`src/rtl/ysyx_23060332_mem_arbiter.sv`:
```
// Two-master memory arbiter: IFU (read-only) and LSU (read/write) share one
// memory port, one transaction in flight, IDLE -> REQ -> WAIT -> IDLE.
module ysyx_23060332_mem_arbiter #(
    parameter int ADDR_W  = 32,
    parameter int DATA_W  = 64,
    parameter int TIMEOUT = 16
) (
    input  logic                  clk,
    input  logic                  rst,

    input  logic                  ifu_req_valid,
    output logic                  ifu_req_ready,
    input  logic [ADDR_W-1:0]     ifu_addr,
    output logic                  ifu_rsp_valid,
    output logic [DATA_W-1:0]     ifu_rdata,

    input  logic                  lsu_req_valid,
    output logic                  lsu_req_ready,
    input  logic                  lsu_wen,
    input  logic [ADDR_W-1:0]     lsu_addr,
    input  logic [DATA_W-1:0]     lsu_wdata,
    input  logic [DATA_W/8-1:0]   lsu_wmask,
    output logic                  lsu_rsp_valid,
    output logic [DATA_W-1:0]     lsu_rdata,

    output logic                  mem_req_valid,
    input  logic                  mem_req_ready,
    output logic                  mem_wen,
    output logic [ADDR_W-1:0]     mem_addr,
    output logic [DATA_W-1:0]     mem_wdata,
    output logic [DATA_W/8-1:0]   mem_wmask,
    input  logic                  mem_rsp_valid,
    input  logic [DATA_W-1:0]     mem_rdata,

    output logic                  rsp_err,
    output logic [1:0]            o_dbg_state
);

    localparam int MASK_W = DATA_W / 8;
    localparam int CNT_W  = (TIMEOUT > 2) ? $clog2(TIMEOUT) : 1;

    typedef enum logic [1:0] {
        S_IDLE = 2'd0,
        S_REQ  = 2'd1,
        S_WAIT = 2'd2
    } state_t;

    typedef enum logic {
        OWN_IFU = 1'b0,
        OWN_LSU = 1'b1
    } owner_t;

    state_t              r_state;
    owner_t              r_owner;
    owner_t              r_last_owner;
    logic [CNT_W-1:0]    r_cnt;

    logic                r_mem_req_valid;
    logic                r_wen;
    logic [ADDR_W-1:0]   r_addr;
    logic [DATA_W-1:0]   r_wdata;
    logic [MASK_W-1:0]   r_wmask;

    logic                r_ifu_rsp_valid;
    logic                r_lsu_rsp_valid;
    logic                r_rsp_err;
    logic [DATA_W-1:0]   r_ifu_rdata;
    logic [DATA_W-1:0]   r_lsu_rdata;

    logic                w_idle;
    logic                w_grant_ifu;
    logic                w_grant_lsu;
    logic                w_timeout;

    // Handshakes: a transfer happens on a rising edge where valid && ready are
    // both 1. Requesters hold valid until accepted; ready here depends on
    // valid (IDLE grant), never the other way round. mem_req_valid is held
    // with stable payload until mem_req_ready; mem_rsp_valid is a one-cycle
    // strobe honoured only in WAIT.
    assign w_idle      = (r_state == S_IDLE) && !rst;
    assign w_grant_lsu = w_idle && lsu_req_valid &&
                         (!ifu_req_valid || (r_last_owner == OWN_IFU));
    assign w_grant_ifu = w_idle && ifu_req_valid &&
                         (!lsu_req_valid || (r_last_owner == OWN_LSU));
    assign w_timeout   = (r_cnt == CNT_W'(TIMEOUT - 1));

    assign ifu_req_ready = w_grant_ifu;
    assign lsu_req_ready = w_grant_lsu;

    assign mem_req_valid = r_mem_req_valid;
    assign mem_wen       = r_wen;
    assign mem_addr      = r_addr;
    assign mem_wdata     = r_wdata;
    assign mem_wmask     = r_wmask;

    assign ifu_rsp_valid = r_ifu_rsp_valid;
    assign lsu_rsp_valid = r_lsu_rsp_valid;
    assign ifu_rdata     = r_ifu_rdata;
    assign lsu_rdata     = r_lsu_rdata;
    assign rsp_err       = r_rsp_err;
    assign o_dbg_state   = r_state;

    always_ff @(posedge clk or posedge rst) begin
        if (rst) begin
            r_state         <= S_IDLE;
            r_owner         <= OWN_IFU;
            r_last_owner    <= OWN_IFU;
            r_cnt           <= '0;
            r_mem_req_valid <= 1'b0;
            r_wen           <= 1'b0;
            r_addr          <= '0;
            r_wdata         <= '0;
            r_wmask         <= '0;
            r_ifu_rsp_valid <= 1'b0;
            r_lsu_rsp_valid <= 1'b0;
            r_rsp_err       <= 1'b0;
            r_ifu_rdata     <= '0;
            r_lsu_rdata     <= '0;
        end else begin
            // Response strobes are single-cycle pulses by default.
            r_ifu_rsp_valid <= 1'b0;
            r_lsu_rsp_valid <= 1'b0;
            r_rsp_err       <= 1'b0;

            case (r_state)
                S_IDLE: begin
                    if (w_grant_lsu) begin
                        r_addr          <= lsu_addr;
                        r_wen           <= lsu_wen;
                        r_wdata         <= lsu_wdata;
                        r_wmask         <= lsu_wmask;
                        r_owner         <= OWN_LSU;
                        r_last_owner    <= OWN_LSU;
                        r_mem_req_valid <= 1'b1;
                        r_state         <= S_REQ;
                    end else if (w_grant_ifu) begin
                        r_addr          <= ifu_addr;
                        r_wen           <= 1'b0;
                        r_wdata         <= '0;
                        r_wmask         <= '0;
                        r_owner         <= OWN_IFU;
                        r_last_owner    <= OWN_IFU;
                        r_mem_req_valid <= 1'b1;
                        r_state         <= S_REQ;
                    end
                end

                S_REQ: begin
                    if (mem_req_ready) begin
                        r_mem_req_valid <= 1'b0;
                        r_cnt           <= '0;
                        r_state         <= S_WAIT;
                    end
                end

                S_WAIT: begin
                    if (mem_rsp_valid) begin
                        if (r_owner == OWN_LSU) begin
                            r_lsu_rdata     <= mem_rdata;
                            r_lsu_rsp_valid <= 1'b1;
                        end else begin
                            r_ifu_rdata     <= mem_rdata;
                            r_ifu_rsp_valid <= 1'b1;
                        end
                        r_state <= S_IDLE;
                    end else if (w_timeout) begin
                        // Memory never answered: report an error with zero data.
                        if (r_owner == OWN_LSU) begin
                            r_lsu_rdata     <= '0;
                            r_lsu_rsp_valid <= 1'b1;
                        end else begin
                            r_ifu_rdata     <= '0;
                            r_ifu_rsp_valid <= 1'b1;
                        end
                        r_rsp_err <= 1'b1;
                        r_state   <= S_IDLE;
                    end else begin
                        r_cnt <= r_cnt + CNT_W'(1);
                    end
                end

                default: begin
                    r_mem_req_valid <= 1'b0;
                    r_state         <= S_IDLE;
                end
            endcase
        end
    end

endmodule
```
`config.mk`:
```
export PLATFORM = sky130hd
export DESIGN_NAME = ysyx_23060332_mem_arbiter
export DESIGN_NICKNAME = d
export VERILOG_FILES = /design/src/rtl/ysyx_23060332_mem_arbiter.sv
export SDC_FILE = /design/constraint.sdc
export NUM_CORES = 1
export LEC_CHECK = 0
export ABC_AREA = 1
export CAP_MARGIN = 5
export CORE_AREA = 3 3 172 174
export CTS_CLUSTER_SIZE = 8
export DETAILED_ROUTE_END_ITERATION = 6
export DIE_AREA = 0 0 175 177
export GPL_ROUTABILITY_DRIVEN = 1
export PLACE_DENSITY_LB_ADDON = 0.15
export SLEW_MARGIN = 20
export SYNTH_ARGS = -nofsm -noshare
export SYNTH_HDL_FRONTEND = slang
export SYNTH_SLANG_ARGS = --single-unit
```
`constraint.sdc`:
```
create_clock -name clk -period 11.3 [get_ports clk]
set_input_delay 1.695 -clock clk [delete_from_list [all_inputs] [get_ports clk]]
set_output_delay 1.695 -clock clk [all_outputs]
set_load 0.02 [all_outputs]
```
==> results.tsv <==
stage	metric	value	unit
floorplan	die_w	175	um
cts	h-tree-depth	2	
floorplan	coreArea	27930	um2
pwr	power.density	291.3	nW/um2
setup_path	cp_slowest_cell	clkdlybuf4s50_1	
routing	vias	8529	
global_route	grt_max_degree	138	
setup_path	crit_top_cell	clkdlybuf4s50_1	
synthesis	ys_warn_count	0	
setup_path	end_kind	primary output	
sta	slew_headroom	32.29	%
pwr	p_leak	7.260	nW
setup_path	arrival	3.93	ns
setup_path	worst-r2r-setup-slack	7.92	ns
floorplan	die_area	30980	um2
floorplan	start_util	34.35	%
pwr	pwr-share-seq	33.3	%
cts	clkLatencyLatePin	0.49	ns
cts	clk_pin_slew	0.05	ns
pwr	p_int	2.774	mW
floorplan	die_height	177	um
routing	drt-total-wl	31.87	mm
routing	drt_iter0_markers	493	
setup_path	cp_cell_sequence	clkdlybuf4s50_1, nor2_2, nand2_2, inv_2, buf_4, clkdlybuf4s50_1	
synthesis	synth.avg_cell_area	9.019	um2
synthesis	synth_top_area_share	63.62	%
synthesis	ys_types	21	
synthesis	synthTopCellsByCount	nand2_1 (524), dfrtp_1 (244), o21ai_0 (123), inv_1 (45), buf_2 (38)	
setup_path	crit_family	buffers and inverters	
synthesis	yosysTopAreaCell	dfrtp_1	
synthesis	synth_flop_cell	dfrtp_1	
cts	cts_hold_buffers	0	
finish	drive_above_1_share	4.078	%
sta	fin_tns_setup	0	ns
sta	rsz0062_at_grt	false	
routing	drc	0	
global_route	grt_pass1_wl	48.31	mm
cts	cts_resized	0	
cts	numCtsBuffers	36	
finish	fillers	2571	
routing	vias_per_cell	4.549	
routing	dr.pass1.iters	4	
placed_design	portBuffers	447	
placed_design	gp_congestion	0.7938	
synthesis	synthCells	1064	
cts	clockBufferDepth	3	
hold_path	hold_depth	2	
synthesis	synth_edf_count	0	
sta	fin_crit	5.622	ns
finish	fin_cells	1875	
sta	worst_pin_slew	1.016	ns
finish	post-route-util	54.79	%
setup_path	r2r_cells	10	
cts	cts_tree	built	
placed_design	dpl.hpwl	22.61	mm
outcome	status	finished clean	
flow_run	drv_cap	0	
floorplan	pin_count	448	
synthesis	synth.yosys.seq_area_share	63.62	%
setup_path	cpPeakStageDelay	0.74	ns
finish	syn2layout_area_growth	59.48	%
setup_path	cp_max_fo	74	
sta	skew	0.01460	ns
global_route	grt_pass1_vias	8350	
setup_path	rr_endpoint	mem_wdata[29]	
sta	finalCritPeriodShare	49.75	%
sta	slew_viol_final	0	
synthesis	synthTopCellsByArea	dfrtp_1 (64%), nand2_1 (20%), o21ai_0 (6.4%)	
synthesis	ys_seq_elements	244	
pwr	p_sw_share	37.78	%
sta	hold_violations	0	
floorplan	rows	61	
synthesis	syn_area	9597	um2
setup_path	startpoint_type	primary input	
cts	cts_root_buf	clkbuf_16	
setup_path	cp_num_buf_inv	4	
finish	fin_nets	1701	
global_route	grt_usage	19.78	%
setup_path	worstReg2RegStart	o_dbg_state[1]	
hold_path	min_from	mem_wdata[19]	
pwr	ir_worst_vdd	0.1179	mV
cts	cts_sinks	244	
sta	max_freq	177.9	MHz
synthesis	post-synth-top-count-cell	nand2_1	
routing	drtAntennaViolNets	0	
sta	setup_viol	0	
routing	wl_per_cell	17.00	um
pwr	comb_power_share	45.1	%
synthesis	ys_async_sr_fraction	100.0	%
pwr	p_clk_share	21.6	%
hold_path	holdPathEnd	mem_wdata[19]	
setup_path	worstPathRequired	9.61	ns
setup_path	critPathKind	in -> out	
cts	cts_setup_buffers	0	
global_route	antenna_found_initial	2	
placed_design	dp.cells	1833	
hold_path	min_path_type	reg -> reg	
synthesis	synth_nets	1272	
global_route	overflow	0	
pwr	p_sw	1.684	mW
-- per-stage QoR --
step                      hold WS (ns)  instance area, um2  setup WS (ns)  power, mW
final                           0.4649               15300          5.678      4.458
after global routing            0.4848               15300          5.536      4.727
after CTS                       0.4697               15300          5.648      4.526
after detailed placement        0.4578               14310          5.655      3.536
after global placement          0.4527               14310          5.667      3.513
after floorplan                 0.4753                9597          2.903      2.448
-- worst register-to-register path, cell delays in order (launching register included) --
cell      delay, ns
dfrtp_1        0.39
inv_2          0.06
nand2_1        0.12
nor2_2         0.06
nand2_2        0.12
buf_4          0.53
nand2_2        0.56
clkinv_2       0.42
buf_4          0.77
nand2_1        0.22
nand2_1        0.10
-- state kept, by name, indices dropped and copies added (netlist names), 2 cells and up --
name	count
mem_wmask	8
ifu_rdata	64
mem_wdata	64
o_dbg_state	2
mem_addr	32
r_cnt	4
lsu_rdata	64
-- how the worst max path moves through the flow --
| stage | start | to | depth (start not counted) |
|---|---|---|---|
| floorplan | rst | ifu_rdata[0] | 1 |
| global placement | rst | lsu_req_ready | 6 |
| detailed placement | rst | lsu_req_ready | 6 |
| CTS | rst | lsu_req_ready | 6 |
| global route | rst | lsu_req_ready | 6 |
| finish | rst | lsu_req_ready | 6 |
-- layout by cell type (no fill, tap or decap), drive strengths merged --
cell type / netlist / routed
o21ai: 130 / 130
o211ai: 32 / 32
inv: 48 / 47
clkinv: 0 / 2
a21oi: 3 / 3
dfrtp: 244 / 244
xor2: 1 / 1
diode: 0 / 1
nand3: 7 / 7
a21boi: 1 / 1
clkdlybuf4s50: 0 / 446
nor2: 5 / 5
buf: 44 / 9
clkbuf: 20 / 40
nand2: 526 / 526
nor3: 1 / 1
o21a: 1 / 1
ha: 1 / 1
-- layout make-up --
| cell class | instances | area [um2] | share of cell area [%] |
|---|---|---|---|
| clock buffers | 40 | 978.4 | 6.393 |
| repair buffers | 455 | 4529 | 29.59 |
| flip-flops and latches | 244 | 6106 | 39.90 |
| diodes | 1 | 2.502 | 0.01635 |
| inverters | 48 | 188.9 | 1.234 |
| multi-input cells | 708 | 3010 | 19.67 |
| well taps | 378 | 473.0 | 3.090 |
| clock inverters | 1 | 16.27 | 0.1063 |
-- cells by family (layout without fill, tap and decap cells) --
logic type                 Yosys count  count (layout)  synth area share (%)
adders and majority gates            1               1                0.1304
other                                0               1                     0
buffers and inverters              112             544                 5.267
and+or+nand+nor                    539             539                 21.29
DFF                                244             244                 63.62
AOI/OAI and AO/OA                  167             167                 9.596
xor gates and xnor gates             1               1               0.09128
-- power by group through the flow --
stage / clock (mW) / sequential (mW) / combinational, mW
6_report: 0.962 / 1.49 / 2.01
5_1_grt: 1.03 / 1.54 / 2.16
4_1_cts: 0.990 / 1.49 / 2.05
3_5_place_dp: 0 / 1.49 / 2.04
3_3_place_gp: 0 / 1.48 / 2.03
2_1_floorplan: 0 / 1.97 / 0.480
-- per-layer routing --
metal / part of all wire, % / vias up / track usage [%]
li1: - / 4186 / -
met5: 0.028 / - / 0
met2: 48 / 355 / 33.61
met4: 2.1 / 2 / 5.485
met1: 40 / 3943 / 23.50
met3: 10 / 43 / 7.679
(Power assumes the default switching activity.)
